File: config.mk
export PLATFORM = sky130hd
export DESIGN_NAME = apb_controller_flat
export DESIGN_NICKNAME = d
export VERILOG_FILES = /design/src/rtl/apb_controller_pkg.sv /design/src/rtl/apb_controller_if.sv /design/src/rtl/apb_controller.sv /design/src/flat_wrapper.sv
export SDC_FILE = /design/constraint.sdc
export NUM_CORES = 1
export LEC_CHECK = 0
export ABC_CLOCK_PERIOD_IN_PS = 4500
export CAP_MARGIN = 20
export CORE_AREA = 2 2 117 119
export DETAILED_ROUTE_END_ITERATION = 6
export DIE_AREA = 0 0 119 121
export HOLD_SLACK_MARGIN = 0.03
export PLACE_DENSITY = 0.74
export SETUP_SLACK_MARGIN = 0.05
export SLEW_MARGIN = 10
export SYNTH_ARGS = -nofsm -noshare
export SYNTH_HDL_FRONTEND = slang
export SYNTH_SLANG_ARGS = --single-unit
File: constraint.sdc
create_clock -name Hclk -period 4.5 [get_ports Hclk]
set_input_delay 0.9 -clock Hclk [delete_from_list [all_inputs] [get_ports Hclk]]
set_output_delay 0.9 -clock Hclk [all_outputs]
set_load 0.005 [all_outputs]
File: src/rtl/apb_controller_pkg.sv
// rtl/apb_controller_pkg.sv - shared widths and FSM state encoding for the AHB-to-APB controller
package apb_controller_pkg;

  localparam int ADDR_W_DEF = 32;
  localparam int DATA_W_DEF = 32;
  localparam int SEL_W_DEF  = 3;

  typedef enum logic [2:0] {
    ST_IDLE     = 3'd0,
    ST_WWAIT    = 3'd1,
    ST_READ     = 3'd2,
    ST_WRITE    = 3'd3,
    ST_WRITEP   = 3'd4,
    ST_RENABLE  = 3'd5,
    ST_WENABLE  = 3'd6,
    ST_WENABLEP = 3'd7
  } state_t;

endpackage

File: src/rtl/apb_controller_if.sv
// rtl/apb_controller_if.sv - pipelined AHB beat inputs and APB bus outputs of the controller
interface apb_controller_if
  import apb_controller_pkg::*;
#(
  parameter int ADDR_W = ADDR_W_DEF,
  parameter int DATA_W = DATA_W_DEF,
  parameter int SEL_W  = SEL_W_DEF
) ();

  // AHB side, already captured and pipelined by ahb_slave
  logic              Valid;
  logic              Hwrite;
  logic              Hwrite_reg;
  logic [ADDR_W-1:0] Haddr;
  logic [ADDR_W-1:0] Haddr1;
  logic [ADDR_W-1:0] Haddr2;
  logic [DATA_W-1:0] Hwdata;
  logic [DATA_W-1:0] Hdata1;
  logic [SEL_W-1:0]  Tempselx;
  logic              Hreadyout;
  logic [DATA_W-1:0] Hrdata;

  // APB side
  logic [SEL_W-1:0]  Pselx;
  logic              Penable;
  logic              Pwrite;
  logic [ADDR_W-1:0] Paddr;
  logic [DATA_W-1:0] Pwdata;
  logic [DATA_W-1:0] Prdata;

  // Controller view: drives APB pins and the AHB stall
  modport master (
    input  Valid, Hwrite, Hwrite_reg, Haddr, Haddr1, Haddr2, Hwdata, Hdata1, Tempselx, Prdata,
    output Pselx, Penable, Pwrite, Paddr, Pwdata, Hreadyout, Hrdata
  );

  // Environment view: ahb_slave plus the APB peripherals
  modport slave (
    output Valid, Hwrite, Hwrite_reg, Haddr, Haddr1, Haddr2, Hwdata, Hdata1, Tempselx, Prdata,
    input  Pselx, Penable, Pwrite, Paddr, Pwdata, Hreadyout, Hrdata
  );

endinterface

File: src/rtl/apb_controller.sv
// rtl/apb_controller.sv - FSM sequencing pipelined AHB beats into APB setup/enable cycles
module apb_controller
  import apb_controller_pkg::*;
#(
  parameter int ADDR_W = ADDR_W_DEF,
  parameter int DATA_W = DATA_W_DEF,
  parameter int SEL_W  = SEL_W_DEF
) (
  input  logic               Hclk,
  input  logic               Hresetn,
  apb_controller_if.master   bus
);

  state_t            state;
  state_t            next_state;
  logic [SEL_W-1:0]  psel_n;
  logic              penable_n;
  logic              pwrite_n;
  logic              hready_n;
  logic [ADDR_W-1:0] paddr_n;
  logic [DATA_W-1:0] pwdata_n;

  // Read data is returned straight from the peripheral during RENABLE
  assign bus.Hrdata = bus.Prdata;

  // Current-beat data and the one-cycle address tap are not consumed by this FSM
  logic unused_taps;
  assign unused_taps = ^{bus.Haddr1, bus.Hwdata};

  // Next state plus the APB/stall values that belong to that next state
  always_comb begin
    next_state = ST_IDLE;
    psel_n     = bus.Pselx;
    penable_n  = bus.Penable;
    pwrite_n   = bus.Pwrite;
    hready_n   = bus.Hreadyout;
    paddr_n    = bus.Paddr;
    pwdata_n   = bus.Pwdata;

    case (state)
      ST_IDLE, ST_RENABLE, ST_WENABLE: begin
        if (!bus.Valid)      next_state = ST_IDLE;
        else if (bus.Hwrite) next_state = ST_WWAIT;
        else                 next_state = ST_READ;
      end
      ST_WWAIT:    next_state = bus.Valid ? ST_WRITEP : ST_WRITE;
      ST_READ:     next_state = ST_RENABLE;
      ST_WRITE:    next_state = bus.Valid ? ST_WENABLEP : ST_WENABLE;
      ST_WRITEP:   next_state = ST_WENABLEP;
      ST_WENABLEP: begin
        if (!bus.Hwrite_reg) next_state = ST_READ;
        else if (bus.Valid)  next_state = ST_WRITEP;
        else                 next_state = ST_WRITE;
      end
      default:     next_state = ST_IDLE;
    endcase

    // Outputs are registered with the next state so APB pins line up with state entry
    case (next_state)
      ST_READ: begin
        psel_n    = bus.Tempselx;
        paddr_n   = bus.Haddr;
        pwrite_n  = 1'b0;
        penable_n = 1'b0;
        hready_n  = 1'b0;
      end
      ST_WRITE, ST_WRITEP: begin
        psel_n    = bus.Tempselx;
        paddr_n   = bus.Haddr2;
        pwdata_n  = bus.Hdata1;
        pwrite_n  = 1'b1;
        penable_n = 1'b0;
        hready_n  = 1'b0;
      end
      ST_RENABLE, ST_WENABLE, ST_WENABLEP: begin
        penable_n = 1'b1;
        hready_n  = 1'b1;
      end
      default: begin
        psel_n    = '0;
        penable_n = 1'b0;
        hready_n  = 1'b1;
      end
    endcase
  end

  // State and APB output registers; reset aborts any transfer in flight
  always_ff @(posedge Hclk or negedge Hresetn) begin
    if (!Hresetn) begin
      state         <= ST_IDLE;
      bus.Pselx     <= '0;
      bus.Penable   <= 1'b0;
      bus.Pwrite    <= 1'b0;
      bus.Paddr     <= '0;
      bus.Pwdata    <= '0;
      bus.Hreadyout <= 1'b1;
    end else begin
      state         <= next_state;
      bus.Pselx     <= psel_n;
      bus.Penable   <= penable_n;
      bus.Pwrite    <= pwrite_n;
      bus.Paddr     <= paddr_n;
      bus.Pwdata    <= pwdata_n;
      bus.Hreadyout <= hready_n;
    end
  end

endmodule

File: src/flat_wrapper.sv
// flat-port wrapper written by rule: the top's interface ports become plain ports
module apb_controller_flat import apb_controller_pkg::*;
#(
  parameter int ADDR_W = ADDR_W_DEF,
  parameter int DATA_W = DATA_W_DEF,
  parameter int SEL_W  = SEL_W_DEF
)
  (Hclk, Hresetn, bus_Valid, bus_Hwrite, bus_Hwrite_reg, bus_Haddr, bus_Haddr1, bus_Haddr2, bus_Hwdata, bus_Hdata1, bus_Tempselx, bus_Prdata, bus_Pselx, bus_Penable, bus_Pwrite, bus_Paddr, bus_Pwdata, bus_Hreadyout, bus_Hrdata);
  apb_controller_if #(.ADDR_W(ADDR_W), .DATA_W(DATA_W), .SEL_W(SEL_W)) bus_i ();
  input  logic Hclk;
  input  logic Hresetn;
  input wire logic [$bits(bus_i.Valid)-1:0] bus_Valid;
  input wire logic [$bits(bus_i.Hwrite)-1:0] bus_Hwrite;
  input wire logic [$bits(bus_i.Hwrite_reg)-1:0] bus_Hwrite_reg;
  input wire logic [$bits(bus_i.Haddr)-1:0] bus_Haddr;
  input wire logic [$bits(bus_i.Haddr1)-1:0] bus_Haddr1;
  input wire logic [$bits(bus_i.Haddr2)-1:0] bus_Haddr2;
  input wire logic [$bits(bus_i.Hwdata)-1:0] bus_Hwdata;
  input wire logic [$bits(bus_i.Hdata1)-1:0] bus_Hdata1;
  input wire logic [$bits(bus_i.Tempselx)-1:0] bus_Tempselx;
  input wire logic [$bits(bus_i.Prdata)-1:0] bus_Prdata;
  output wire logic [$bits(bus_i.Pselx)-1:0] bus_Pselx;
  output wire logic [$bits(bus_i.Penable)-1:0] bus_Penable;
  output wire logic [$bits(bus_i.Pwrite)-1:0] bus_Pwrite;
  output wire logic [$bits(bus_i.Paddr)-1:0] bus_Paddr;
  output wire logic [$bits(bus_i.Pwdata)-1:0] bus_Pwdata;
  output wire logic [$bits(bus_i.Hreadyout)-1:0] bus_Hreadyout;
  output wire logic [$bits(bus_i.Hrdata)-1:0] bus_Hrdata;
  assign bus_i.Valid = bus_Valid;
  assign bus_i.Hwrite = bus_Hwrite;
  assign bus_i.Hwrite_reg = bus_Hwrite_reg;
  assign bus_i.Haddr = bus_Haddr;
  assign bus_i.Haddr1 = bus_Haddr1;
  assign bus_i.Haddr2 = bus_Haddr2;
  assign bus_i.Hwdata = bus_Hwdata;
  assign bus_i.Hdata1 = bus_Hdata1;
  assign bus_i.Tempselx = bus_Tempselx;
  assign bus_i.Prdata = bus_Prdata;
  assign bus_Pselx = bus_i.Pselx;
  assign bus_Penable = bus_i.Penable;
  assign bus_Pwrite = bus_i.Pwrite;
  assign bus_Paddr = bus_i.Paddr;
  assign bus_Pwdata = bus_i.Pwdata;
  assign bus_Hreadyout = bus_i.Hreadyout;
  assign bus_Hrdata = bus_i.Hrdata;
  apb_controller #(.ADDR_W(ADDR_W), .DATA_W(DATA_W), .SEL_W(SEL_W)) u_core (.Hclk(Hclk), .Hresetn(Hresetn), .bus(bus_i));
endmodule
After elaboration in Yosys (flattened, before gate mapping)
Index checks and enable logic that the tools add are counted.
Operators by class
  bitwise gates (word level): 0
  eq/ne operators: 13
  $add $sub $neg: 0
  $mul: 0
  mux-type cells: 11
  shifts and indexed selects: 0
  div/mod/pow operators: 0
  $lt $le $gt $ge: 0
  reduce and logical (&&, ||, !) cells: 6
Operator list (number)
  32-bit one-hot mux with 2 select lines: 1
  3-bit == test (second input constant): 8
  3-bit one-hot mux with 6 select lines: 1
  3-bit by 2-bit == test with 1-bit output (second input constant): 4
  3-bit 2-to-1 mux: 3
  3-bit OR reduction: 3
  3-bit one-hot mux with 2 select lines: 1
  3-bit by 1-bit == test with 1-bit output (second input constant): 1
  3-bit logical NOT: 1
  1-bit 2-to-1 mux: 3
  2-bit 2-to-1 mux: 1
  1-bit one-hot mux with 2 select lines: 1
  2-bit nonzero test: 1
  2-bit OR reduction: 1
Storage, ports and cells
  latch bits: 0
  word-level logic and storage cells: 37
  memories: 0
  ROM bits: 0
  bits in registers: 73
  bits in writable memories: 0
  input port bits: 200

Longest topological paths before layout
Gate-level depths: netlist (run 1).
  depth in word-level cells: 6
  gate-level depth with buffers: 6
  gate-level depth less buffers: 4

Least setup slack after synthesis (run 1)
Ideal clock, no wire load.
  path kind: input to register
  start point: input port bus_Hwrite_reg
  end point: register u_core.bus.Paddr[17]
  setup slack: 2338 ps
  stages on the path: 6
  buffers on the path: 2
  data required time: 4375 ps
  library setup time: 125 ps
  arrival time: 2036 ps
  cells stage by stage: a21bo_2 > nand3_2 > buf_6 > buf_6 > mux2_4 > mux2_4
Between the ends
  longest elaborated chain between the ends: 5
  elaborated cells on any way between the ends: 8
  those cells by class: eq/ne: 3; mux: 3; reduce/logical: 2
Ends and longest elaborated chain
  start, declared: line flat_wrapper.sv:14  | input wire logic [$bits(bus_i.Hwrite_reg)-1:0] bus_Hwrite_reg;
  3-bit 2-to-1 mux (*): line apb_controller.sv:51  | if (!bus.Hwrite_reg) next_state = ST_READ;
  3-bit one-hot mux with 6 select lines (*): line apb_controller.sv:40  | case (state)
  3-bit by 2-bit == test with 1-bit output / 3-bit == test (equally long branches): line apb_controller.sv:59  | case (next_state)
  2-bit OR reduction: line apb_controller.sv:59
  32-bit one-hot mux with 2 select lines / 2-bit nonzero test (equally long branches)
  end signal, assigned: line apb_controller.sv:102  | bus.Paddr <= paddr_n;
  end, declared: line apb_controller_if.sv:34  | output Pselx, Penable, Pwrite, Paddr, Pwdata, Hreadyout, Hrdata
Every way passes the cells marked *; elsewhere a longest branch is shown, timed or not.
A chain may end at the register's enable or synchronous reset.

Worst setup path in the final report (run 1)
  start point: input port bus_Hwrite_reg
  end point: register u_core.bus.Paddr[23]
Same word-level chain as after synthesis.

==> results.ini, run 1 <==
[timing]
fin_skew_ns=0.00453
worstMarginPinSlew_ns=0.921
period_minus_slack_ns=2.75
hold_viol=0
setup_viol=0
rsz0062_at_grt=no
max_freq_mhz=364
fin_crit_sh_pct=61.0
finalMaxSlewViolations=0
setup_tns_ns=0
max_slew_margin_pct=38.6

[power_and_ir_drop]
ir_drop_mv=0.342
p_leak_nw=2.29
power_density_mw_per_mm2=709

[worst_setup_path]
regToRegSetupSlack_ns=2.30
r2r_start=u_core.state[2]
arrival_ns=2.96
path_depth=5
critPathLaunch=bus_Hwrite_reg
crit_path_end_kind=register
path_class=in2reg
slowest_delay_ns=0.56
worst_path_max_delay_cell=nand3_4
path_buf_inv=1
critical_path_required_ns=4.71
startpoint_type=input pin
r2r-end=u_core.bus.Paddr[23]
crit_end=u_core.bus.Paddr[23]
path_max_fanout=44
cp_top_family=multiplexers
ff2ff_path_depth=4
path_cells=clkdlybuf4s50_1 -> a21bo_2 -> nand3_4 -> mux2_4 -> mux2_4
cp_common_cell=mux2_4

[global_route]
track_usage_pct=12.4
grt_overflow=0
grt_pass1_wl_mm=13.7
antenna_found_initial=0
grt_max_degree=74
grt_pass1_vias=2695

[finish]
num_antenna_cells=0
stdcell_count=567
fin_nets=588
drive_gt1_share_pct=30.9
synthToLayoutAreaGrowth_pct=55.0
final_cell_area_mm2=0.00547

[floorplanning]
core_area_mm2=0.0131
die_w_um=119
io_pins=302
start_util_pct=27.0
dieArea_mm2=0.0144
die_y_um=121
row_count=42

[logic_synthesis]
synth.distinct_cells=26
syn_nets=442
synthCells=242
mappedNetlistArea_mm2=0.00353
synth_seq_cells=73
seq_area_frac_synth_pct=51.8
syn_avg_cell_area_um2=14.6
synth_warnings=0

[flow_run]
maxCapViolCount=0

[clock_network]
cts_buffer_depth=2
clock_latency_ns=0.33
ctsHoldBuffers=0
cts_resized=0
cts_tree=done
cts_setup_buffers=0
clkTransAtPathRegs_ns=0.05
cts_root_buf=clkbuf_16
cts_htree_levels=3
cts_sinks=73
cts_buffers=9

[placed_design]
placedCellCount=553
gp_congestion=0.789
place_area_mm2=0.00519
io_buffers=173
hpwl_mm=6.18

[route]
drtIter0Drc=93
vias_per_cell=4.31
finalWirelength_mm=8.49
wl_per_cell_um=15.0
antenna_left=0
drtPass1Iterations=4
vias=2444
drc_errors=0

[min_path]
hold_class=reg2reg

[run_status]
status=complete, no violations

-- cell usage after synthesis --
library cell / number / area share, %
buf_4: 37 / 7.9
nand3_2: 1 / 0.28
buf_2: 1 / 0.14
a21bo_2: 1 / 0.28
nor2_1: 1 / 0.11
o21ai_0: 3 / 0.43
o21ai_1: 2 / 0.28
or2b_4: 1 / 0.32
nand2b_1: 2 / 0.35
dfstp_2: 1 / 0.74
nor2_4: 1 / 0.32
mux2_2: 72 / 23
mux2i_1: 1 / 0.28
inv_1: 3 / 0.32
nor2b_1: 1 / 0.18
mux2_4: 24 / 10
or3_1: 1 / 0.18
a22o_1: 3 / 0.74
dfrtp_1: 72 / 51
a21oi_1: 4 / 0.57
buf_6: 4 / 1.3
and2b_1: 1 / 0.21
o221ai_1: 1 / 0.25
a31o_2: 1 / 0.25
nand2_1: 2 / 0.21
a21boi_0: 1 / 0.21
-- state kept, by name, summed over array words and instances (netlist names) --
| signal | flops |
|---|---|
| u_core.bus.Hreadyout | 1 |
| u_core.bus.Paddr | 32 |
| u_core.bus.Penable | 1 |
| u_core.bus.Pselx | 3 |
| u_core.bus.Pwdata | 32 |
| u_core.bus.Pwrite | 1 |
| u_core.state | 3 |
-- per-stage QoR --
stage / utilization (%) / power, mW / hold WS [ns] / setup WS (ns)
after global routing: 41.8 / 4.15 / 0.511 / 1.63
after global placement: 39.7 / 3.17 / 0.487 / 1.41
final: 41.8 / 3.88 / 0.501 / 1.75
after detailed placement: 39.7 / 3.24 / 0.493 / 1.36
after CTS: 41.8 / 3.96 / 0.506 / 1.73
after floorplan: - / 2.33 / 0.498 / 2.34
-- where the power goes --
group	internal (mW)	switching, mW
Sequential	1.01	0.181
Clock	0.435	0.256
Combinational	1.33	0.667
-- area by class of cell --
class / count / area, µm²
fillers: 1186 / 7610
flip-flops and latches: 73 / 1830
clock buffers: 10 / 239
multi-input cells: 124 / 1370
inverters: 3 / 11.3
clock inverters: 4 / 45.0
repair buffers: 177 / 1760
well taps: 176 / 220
-- worst min path at each step --
stage | slack [ns] | from | endpoint | depth (start not counted)
6_report | 0.50 | u_core.bus.Pwdata[19] | u_core.bus.Pwdata[19] | 1
5_1_grt | 0.51 | u_core.bus.Pwdata[13] | u_core.bus.Pwdata[13] | 1
4_1_cts | 0.51 | u_core.bus.Pwdata[19] | u_core.bus.Pwdata[19] | 1
3_5_place_dp | 0.49 | u_core.bus.Pwdata[17] | u_core.bus.Pwdata[17] | 1
3_3_place_gp | 0.49 | u_core.bus.Pselx[0] | u_core.bus.Pselx[0] | 1
2_1_floorplan | 0.50 | u_core.bus.Pselx[0] | u_core.bus.Pselx[0] | 1
-- routing by layer --
layer | track usage (%) | wire length [µm] | up-vias
met2 | 20.4 | 4070 | 135
met5 | 0 | 0 | -
met3 | 5.73 | 961 | 22
met4 | 6.70 | 204 | 0
met1 | 13.3 | 3250 | 1176
li1 | - | - | 1111
-- cell families (layout without fill, tap and decap cells) --
kind of cell / after synthesis / after routing / share of synthesized area (%)
AO/OA/AOI/OAI: 16 / 16 / 3.01
buffers and inverters: 45 / 194 / 9.60
flip-flops: 73 / 73 / 51.8
multiplexers: 97 / 97 / 33.5
AND/OR/NAND/NOR: 11 / 11 / 2.16
-- cell usage in the layout (no fill, tap or decap) --
master / netlist / final
clkdlybuf4s50_1: 0 / 172
mux2_2: 72 / 72
dfrtp_1: 72 / 72
mux2_4: 24 / 24
clkbuf_16: 0 / 9
buf_4: 37 / 5
a21oi_1: 4 / 4
inv_1: 3 / 3
o21ai_0: 3 / 3
a22o_1: 3 / 3
clkinv_2: 0 / 3
nand2b_1: 2 / 2
o21ai_1: 2 / 2
nand2_1: 2 / 2
a21bo_2: 1 / 1
or2b_4: 1 / 1
a31o_2: 1 / 1
nor2b_1: 1 / 1
mux2i_1: 1 / 1
nor2_1: 1 / 1
or3_1: 1 / 1
and2b_1: 1 / 1
a21boi_0: 1 / 1
o221ai_1: 1 / 1
nor2_4: 1 / 1
nand3_4: 0 / 1
bufinv_16: 0 / 1
clkbuf_8: 0 / 1
dfstp_2: 1 / 1
Note: power is estimated with default switching activity, not from simulation.
==> run 2, diff against run 1 <==
Settings changed: ABC_CLOCK_PERIOD_IN_PS 4500 to 2410, PLACE_DENSITY 0.74 to 0.77.
Clock period 4.5 ns to 2.41 ns, I/O delays scaled along.
==> run 2 against run 1 <==
  * Die area unchanged
  * Count of clock-buffer cells in the layout increased by 1
  * Sequential share of layout area decreased by 0.49 points
  * Routed wire length increased by 2.0%
  * Via count increased by 0.86%
  * Power increased by 89%
  * Critical path type unchanged
  * Critical endpoint is now u_core.bus.Paddr[26]
  * Largest power group unchanged
==> results.ini, run 2 (synthesis results as in run 1) <==
[timing]
max_freq_mhz=510
finalMaxSlewViolations=0  ; unchanged
fin_crit_sh_pct=81.4
worstMarginPinSlew_ns=0.475  ; was 0.921 ns
rsz0062_at_grt=no  ; unchanged
max_slew_margin_pct=68.4  ; was 38.6%
setup_viol=0  ; unchanged
fin_skew_ns=0.00474  ; was 0.00453 ns
hold_viol=0  ; unchanged
setup_tns_ns=0  ; unchanged
period_minus_slack_ns=1.96

[power_and_ir_drop]
power_mw=7.32  ; was 3.88 mW
p_leak_nw=2.32  ; was 2.29 nW
ir_drop_mv=0.622  ; was 0.342 mV
power_density_mw_per_mm2=1320  ; was 709 mW/mm²

[route]
vias_per_cell=4.30  ; was 4.31
route.layer.met1.wl_mm=3.34  ; was 3.25 mm
finalWirelength_mm=8.65  ; was 8.49 mm
wl_per_cell_um=15.1  ; was 15.0 µm
top_layer=met4  ; unchanged
drc_errors=0  ; unchanged
wl_met2_mm=4.09  ; was 4.07 mm
antenna_left=0  ; unchanged
vias=2465  ; was 2444
dr_wl_met3_mm=1.01  ; was 961 µm
drtPass1Iterations=3  ; was 4
drtIter0Drc=93  ; unchanged

[worst_setup_path]
crit_path_end_kind=register  ; unchanged
startpoint_type=input pin  ; unchanged
path_max_fanout=20  ; was 44
path_class=in2reg  ; unchanged
arrival_ns=2.17  ; was 2.96 ns
critical_path_required_ns=2.62  ; was 4.71 ns

[finish]
final_cell_mix=172 x clkdlybuf4s50_1, 72 x mux2_2, 72 x dfrtp_1  ; unchanged
synthToLayoutAreaGrowth_pct=57.3  ; was 55.0%
largest_registers=u_core.bus.Paddr (32), u_core.bus.Pwdata (32)  ; unchanged
ff_latch_area_mm2=0.00183  ; unchanged
fin_nets=594  ; was 588
multi_input_area_mm2=0.00137  ; unchanged
final_common_cell=clkdlybuf4s50_1  ; unchanged
fillers=1170  ; was 1186
num_antenna_cells=0  ; unchanged
drive_gt1_share_pct=32.0  ; was 30.9%

[floorplanning]
core_area_mm2=0.0131  ; unchanged
die_w_um=119  ; unchanged
row_count=42  ; unchanged
die_y_um=121  ; unchanged
dieArea_mm2=0.0144  ; unchanged
start_util_pct=27.0  ; unchanged
io_pins=302  ; unchanged

[clock_network]
clkTransAtPathRegs_ns=0.06  ; was 0.05 ns
clock_latency_ns=0.33  ; about the same
cts_buffer_depth=2  ; unchanged
cts_buffers=9  ; unchanged
ctsHoldBuffers=0  ; unchanged
cts_resized=0  ; unchanged
cts_setup_buffers=0  ; unchanged
cts_htree_levels=3  ; unchanged
cts_sinks=73  ; unchanged
cts_tree=done  ; unchanged
cts_root_buf=clkbuf_16  ; unchanged

[global_route]
track_usage_pct=12.4  ; about the same
grt_pass1_wl_mm=13.7  ; about the same
antenna_found_initial=0  ; unchanged
grt_pass1_vias=2743  ; was 2695
grt_max_degree=40  ; was 74
grt_overflow=0  ; unchanged

[placed_design]
hpwl_mm=6.50  ; was 6.18 mm
gp_congestion=0.804  ; was 0.789
io_buffers=173  ; unchanged

[min_path]
hold_class=in2async  ; was reg2reg

[run_status]
status=complete, no violations  ; unchanged

[flow_run]
maxCapViolCount=0  ; unchanged

-- run 2: cell count changes in the layout (fill, tap and decap cells not counted), sizes merged --
cell	previous run	this run
bufinv	1	0
buf	5	11
clkbuf	10	11
clkinv	3	2
clkinvlp	0	1
-- run 2: metrics by stage --
step | util (%) | hold WS, ns | setup WS [ns] | instance area [µm²] | cells
final | 42.5 | 0.103 | 0.449 | 5560 | 573
after global routing | 42.5 | 0.130 | 0.392 | 5560 | 573
after CTS | 42.5 | 0.105 | 0.453 | 5560 | 573
after detailed placement | 40.4 | 0.471 | 0.0903 | 5290 | 559
after global placement | 40.4 | 0.464 | 0.114 | 5290 | 559
after floorplan | - | 0.186 | 0.666 | 3530 | 242
-- run 2: power breakdown --
part	switching [mW]	total, mW	internal [mW]	leakage, nW
logic	1.27	3.87	2.60	1.33
registers	0.343	2.23	1.89	0.860
clock network	0.474	1.21	0.736	0.133
-- run 2: path summary, 6_finish.rpt --
path / slack, ns / to / start / depth (start not counted)
max in group asynchronous: 1.72 / u_core.bus.Pwdata[15] / Hresetn / 2
setup reg to reg: 0.54 / u_core.bus.Paddr[26] / u_core.state[2] / 5
hold / removal: 0.10 / u_core.bus.Paddr[23] / Hresetn / 1
setup / recovery: 0.45 / u_core.bus.Paddr[26] / bus_Hwrite_reg / 6
min in group Hclk: 0.50 / u_core.bus.Pwdata[31] / u_core.bus.Pwdata[31] / 1
hold reg to reg: 0.50 / u_core.bus.Pwdata[31] / u_core.bus.Pwdata[31] / 1
-- run 2: area by class of cell --
class                   count  area share (%)
well taps                 176            3.96
clock buffers              11            4.55
repair buffers            183            33.4
clock inverters             3           0.315
multi-input cells         124            24.7
flip-flops and latches     73            32.9
inverters                   3           0.203
-- run 2: per-layer routing --
layer,vias up,global-route usage [%]
met5,-,0
met2,168,20.4
met4,0,6.47
met1,1152,13.4
li1,1122,-
met3,23,5.78
-- run 2: worst max-delay path, cell delays in order --
cell             delay, ns
clkdlybuf4s50_1       0.42
a21bo_2               0.26
nand3_4               0.20
buf_12                0.22
mux2_4                0.32
mux2_4                0.26
